--- config.mk ---
export PLATFORM = sky130hd
export DESIGN_NAME = nvdla_snap_intr_bridge
export DESIGN_NICKNAME = d
export VERILOG_FILES = /design/src/rtl/nvdla_snap_pkg.sv /design/src/rtl/nvdla_snap_intr_bridge.sv
export SDC_FILE = /design/constraint.sdc
export NUM_CORES = 1
export LEC_CHECK = 0
export CAP_MARGIN = 20
export CORE_MARGIN = 1.5
export CORE_UTILIZATION = 55
export CTS_CLUSTER_SIZE = 30
export DETAILED_ROUTE_END_ITERATION = 8
export PLACE_DENSITY_LB_ADDON = 0.1
export SLEW_MARGIN = 20
export SYNTH_ARGS = -nofsm -noshare
export SYNTH_HDL_FRONTEND = slang
export SYNTH_SLANG_ARGS = --single-unit
--- constraint.sdc ---
create_clock -name ap_clk -period 3.75 [get_ports ap_clk]
set_clock_uncertainty 0.05 [all_clocks]
set_input_delay 0.75 -clock ap_clk [delete_from_list [all_inputs] [get_ports ap_clk]]
set_output_delay 0.75 -clock ap_clk [all_outputs]
set_load 0.01 [all_outputs]
--- src/rtl/nvdla_snap_pkg.sv ---
// nvdla_snap_pkg: shared state encoding and defaults for the NVDLA-to-SNAP interrupt bridge
package nvdla_snap_pkg;
    typedef enum logic [1:0] {
        IDLE     = 2'd0,
        REQ      = 2'd1,
        WAIT_LOW = 2'd2,
        HOLDOFF  = 2'd3
    } state_t;
    localparam int INT_SRC_NVDLA       = 0;
    localparam int ACK_TIMEOUT_DEFAULT = 4096;
    localparam int HOLDOFF_DEFAULT     = 16;
endpackage

--- src/rtl/nvdla_snap_intr_bridge.sv ---
// nvdla_snap_intr_bridge: NVDLA level interrupt to SNAP action interrupt req/ack handshake
module nvdla_snap_intr_bridge
    import nvdla_snap_pkg::*;
#(
    parameter int INT_BITS       = 3,
    parameter int CONTEXT_BITS   = 8,
    parameter int INT_SRC        = INT_SRC_NVDLA,
    parameter int ACK_TIMEOUT    = ACK_TIMEOUT_DEFAULT,
    parameter int HOLDOFF_CYCLES = HOLDOFF_DEFAULT,
    parameter int TMO_WIDTH      = 16,
    parameter int CNT_WIDTH      = 32
) (
    input  logic                    ap_clk,
    input  logic                    ap_rst_n,
    input  logic                    dla_intr,
    input  logic                    intr_enable,
    input  logic [CONTEXT_BITS-1:0] intr_ctx_i,
    output logic                    interrupt,
    output logic [INT_BITS-2:0]     interrupt_src,
    output logic [CONTEXT_BITS-1:0] interrupt_ctx,
    input  logic                    interrupt_ack,
    output logic                    intr_pending,
    output logic [CNT_WIDTH-1:0]    intr_count,
    output logic                    timeout_err,
    output logic                    spurious_ack_err,
    input  logic                    err_clr
);
    localparam logic [TMO_WIDTH-1:0] TMO_LAST  = TMO_WIDTH'(ACK_TIMEOUT == 0 ? 0 : ACK_TIMEOUT - 1);
    localparam logic [TMO_WIDTH-1:0] HOLD_LAST = TMO_WIDTH'(HOLDOFF_CYCLES - 1);

    state_t                  r_state, w_next;
    logic                    r_dla_q, r_int, r_pend, r_tmo_err, r_spur_err;
    logic [TMO_WIDTH-1:0]    r_cnt, w_cnt_next;
    logic [CONTEXT_BITS-1:0] r_ctx;
    logic [CNT_WIDTH-1:0]    r_count;
    logic                    w_int_next, w_start, w_acked, w_tmo_hit, w_spur;

    always_comb begin
        w_next     = r_state;
        w_cnt_next = r_cnt;
        w_int_next = r_int;
        w_start    = 1'b0;
        w_acked    = 1'b0;
        w_tmo_hit  = 1'b0;
        case (r_state)
            IDLE: if (intr_enable && r_dla_q) begin
                w_next     = REQ;
                w_int_next = 1'b1;
                w_cnt_next = '0;
                w_start    = 1'b1;
            end
            REQ: if (interrupt_ack) begin
                w_next     = WAIT_LOW;
                w_int_next = 1'b0;
                w_acked    = 1'b1;
            end else if (ACK_TIMEOUT != 0 && r_cnt == TMO_LAST) begin
                w_next     = HOLDOFF;
                w_int_next = 1'b0;
                w_cnt_next = '0;
                w_tmo_hit  = 1'b1;
            end else begin
                w_cnt_next = r_cnt + TMO_WIDTH'(1);
            end
            // holding here until the level clears keeps one NVDLA event from raising twice
            WAIT_LOW: if (!r_dla_q) begin
                w_next     = HOLDOFF;
                w_cnt_next = '0;
            end
            HOLDOFF: begin
                w_cnt_next = r_cnt + TMO_WIDTH'(1);
                w_next     = (r_cnt == HOLD_LAST) ? IDLE : HOLDOFF;
            end
            default: w_next = IDLE;
        endcase
    end

    assign w_spur = interrupt_ack && r_state != REQ;

    always_ff @(posedge ap_clk or negedge ap_rst_n) begin
        if (!ap_rst_n) begin
            r_state    <= IDLE;
            r_dla_q    <= 1'b0;
            r_int      <= 1'b0;
            r_pend     <= 1'b0;
            r_cnt      <= '0;
            r_ctx      <= '0;
            r_count    <= '0;
            r_tmo_err  <= 1'b0;
            r_spur_err <= 1'b0;
        end else begin
            r_state    <= w_next;
            r_dla_q    <= dla_intr;
            r_int      <= w_int_next;
            r_pend     <= w_next != IDLE;
            r_cnt      <= w_cnt_next;
            r_ctx      <= w_start ? intr_ctx_i : r_ctx;
            r_count    <= w_acked ? r_count + CNT_WIDTH'(1) : r_count;
            r_tmo_err  <= w_tmo_hit || (r_tmo_err && !err_clr);
            r_spur_err <= w_spur || (r_spur_err && !err_clr);
        end
    end

    assign interrupt        = r_int;
    assign interrupt_src    = (INT_BITS-1)'(INT_SRC);
    assign interrupt_ctx    = r_ctx;
    assign intr_pending     = r_pend;
    assign intr_count       = r_count;
    assign timeout_err      = r_tmo_err;
    assign spurious_ack_err = r_spur_err;
endmodule
==> results.sh <==
export IMPL_status="finished clean"
export IMPL_ys_async_sr_fraction_pct=100
export IMPL_period_needed_ns=2.51
export IMPL_htreeDepth=3
export IMPL_postLayoutCoreUtil_pct=73.6
export IMPL_clk_pin_slew_worst_paths_ns=0.06
export IMPL_end_kind="flip-flop"
export IMPL_r2r_end="r_cnt[6]"
export IMPL_wl_per_cell_um=14.8
export IMPL_avgSynthCellArea_sq_um=10.7
export IMPL_ioPinCount=60
export IMPL_post_cts_buffers=0
export IMPL_cp_num_buf_inv=1
export IMPL_cts_hold_buf=0
export IMPL_post_route_period_util_pct=67.0
export IMPL_viasPerCell=5.78
export IMPL_cp_arrival_ns=2.68
export IMPL_rows=26
export IMPL_grt_usage_pct=22.6
export IMPL_p_leak_nw=1.68
export IMPL_cts_sinks=63
export IMPL_path_class="in2reg"
export IMPL_via_count=2389
export IMPL_drt_initial_drc_count=121
export IMPL_worstMarginPinSlew_ns=0.606
export IMPL_critPathMaxStageDelay_ns=0.50
export IMPL_nFillCells=366
export IMPL_cts_buffers=9
export IMPL_synth_cell_types=44
export IMPL_grt_pass1_vias=2250
export IMPL_synthesis_area_sq_mm=0.00300
export IMPL_setup_tns_ns=0
export IMPL_reg2reg_slack_ns=1.50
export IMPL_routed_wirelength_um=6120
export IMPL_peakVddDrop_mv=0.229
export IMPL_clock_root_buffer="clkbuf_8"
export IMPL_portBuffers=57
export IMPL_drc=0
export IMPL_cts_resized=0
export IMPL_crit_family="compound AO/OA/AOI/OAI gates"
export IMPL_cts_tree="yes"
export IMPL_slowest_stage="clkdlybuf4s50_1"
export IMPL_cp_start_kind="input pin"
export IMPL_die_w_um=76.9
export IMPL_grt_pass1_wl_um=10600
export IMPL_power_density_mw_per_mm2=336
export IMPL_critPathLaunch="intr_enable"
export IMPL_synth_seq_cells=63
export IMPL_final_max_slew_viol_count=0
export IMPL_maxSlewHeadroom_pct=59.2
export IMPL_cap_violations=0
export IMPL_coreArea_sq_mm=0.00517
export IMPL_n_antenna_cell=0
export IMPL_synth_ff_type="dfrtp_1"
export IMPL_rsz0062_at_grt="no"
export IMPL_finalSetupViolCount=0
export IMPL_dieArea_sq_mm=0.00591
export IMPL_ff2ff_path_depth=4
export IMPL_die_h_um=76.9
export IMPL_area_growth_syn_to_layout_pct=26.7
export IMPL_dpl_hpwl_um=4330
export IMPL_final_net_count=357
export IMPL_crit_required_ns=3.92
export IMPL_cp_cell_sequence="clkdlybuf4s50_1, and4bb_2, a211o_1, nand2_1, o41ai_1"
export IMPL_r2r_start="r_cnt[12]"
export IMPL_multi_input_area_sq_mm=0.00134
export IMPL_antenna_found_initial=0
export IMPL_critical_path_max_fanout=13
export IMPL_synth_edff_count=0
export IMPL_seq_area_frac_synth_pct=52.5
export IMPL_clock_path_buffers=2
export IMPL_yosysWarnings=0
export IMPL_fmax_ghz=0.398
export IMPL_syn_inst=280
export IMPL_seq_area_sq_mm=0.00158
export IMPL_drive_gt1_share_pct=8.16
export IMPL_clkLatencyLatePin_ns=0.33
export IMPL_grt_max_degree=44
export IMPL_overflow=0
export IMPL_final_hold_violation_count=0
export IMPL_hold_class="in2async"
export IMPL_drtPass1Iterations=4
export IMPL_initial_utilization_pct=58.1
export IMPL_drtAntennaViolNets=0
export IMPL_gp_congestion=0.878
[area by class of cell]
cell class,instances,area share (%)
clock buffer,12,4.08
clock inverter,1,0.789
inverter,9,0.888
multi-input combinational,199,35.3
sequential,63,41.4
tap,70,2.30
timing repair buffer,59,15.3
[registers in the layout, indices dropped and copies added (netlist names)]
name	count
intr_count	32
intr_pending	1
r_cnt	16
interrupt	1
timeout_err	1
interrupt_ctx	8
spurious_ack_err	1
r_dla_q	1
r_state	2
[routing by layer]
layer  global-route usage, %  vias up  share of wire [%]
met3                    3.93        9                5.4
met5                       0        -                  0
li1                        -     1157                  -
met2                    37.3       83                 49
met4                    10.2        0                1.4
met1                    29.0     1140                 44
[cells in the mapped netlist (all sizes together), types with 8 or more instances]
master	number	area, sq um
xor2	16	140
nand2	21	78.8
nor2	8	30.0
o21ai	10	50.1
nor3	12	60.1
inv	9	33.8
nand4	14	87.6
dfrtp	63	1580
nand3	14	75.1
and4	8	70.1
a31oi	11	68.8
mux2	9	101
xnor2	15	131
[cell usage in the layout (no fill, tap or decap), types with 9 or more instances in the layout]
master	count
a31oi_1	11
clkbuf_8	11
clkdlybuf4s50_1	56
dfrtp_1	63
inv_1	9
mux2_2	9
nand2_1	21
nand3_1	13
nand4_1	14
nor3_1	12
o21ai_0	10
xnor2_1	15
xor2_1	16
[stage by stage]
step | area (sq um) | cells | worst slack (ns) | power [mW] | hold WS (ns)
6_report | 3800 | 413 | 1.24 | 1.28 | 0.312
5_1_grt | 3800 | 413 | 1.05 | 1.32 | 0.353
4_1_cts | 3800 | 413 | 1.26 | 1.29 | 0.319
3_5_place_dp | 3620 | 400 | 0.895 | 0.731 | 0.408
3_3_place_gp | 3620 | 400 | 0.969 | 0.731 | 0.406
2_1_floorplan | 3010 | 281 | 1.76 | 0.702 | 0.404
[worst max path at each step]
stage / end / slack [ns] / depth (start not counted)
3_3_place_gp: r_cnt[13] / 0.97 / 5
2_1_floorplan: r_cnt[13] / 1.76 / 5
4_1_cts: r_cnt[13] / 1.26 / 5
3_5_place_dp: r_cnt[6] / 0.90 / 5
5_1_grt: r_cnt[13] / 1.05 / 5
6_report: r_cnt[13] / 1.24 / 5
[cell families (layout without fill, tap and decap cells)]
| group | after synthesis | count (layout) | share of synthesized area [%] |
|---|---|---|---|
| compound gates | 46 | 46 | 10.2 |
| mux | 9 | 9 | 3.38 |
| fa+ha+maj | 2 | 2 | 0.833 |
| simple gates | 109 | 109 | 21.0 |
| buf+inv | 19 | 81 | 2.96 |
| other cells | 1 | 2 | 0.125 |
| xor+xnor | 31 | 31 | 9.04 |
| flops | 63 | 63 | 52.5 |
[report_power, final]
group	switching, mW	leakage [nW]	internal [mW]
clock network	0.229	0.0944	0.333
logic	0.0189	0.758	0.0154
registers	0.00182	0.827	0.682
total	0.249	1.68	1.03
No activity file was read; power rests on OpenSTA's default activity.
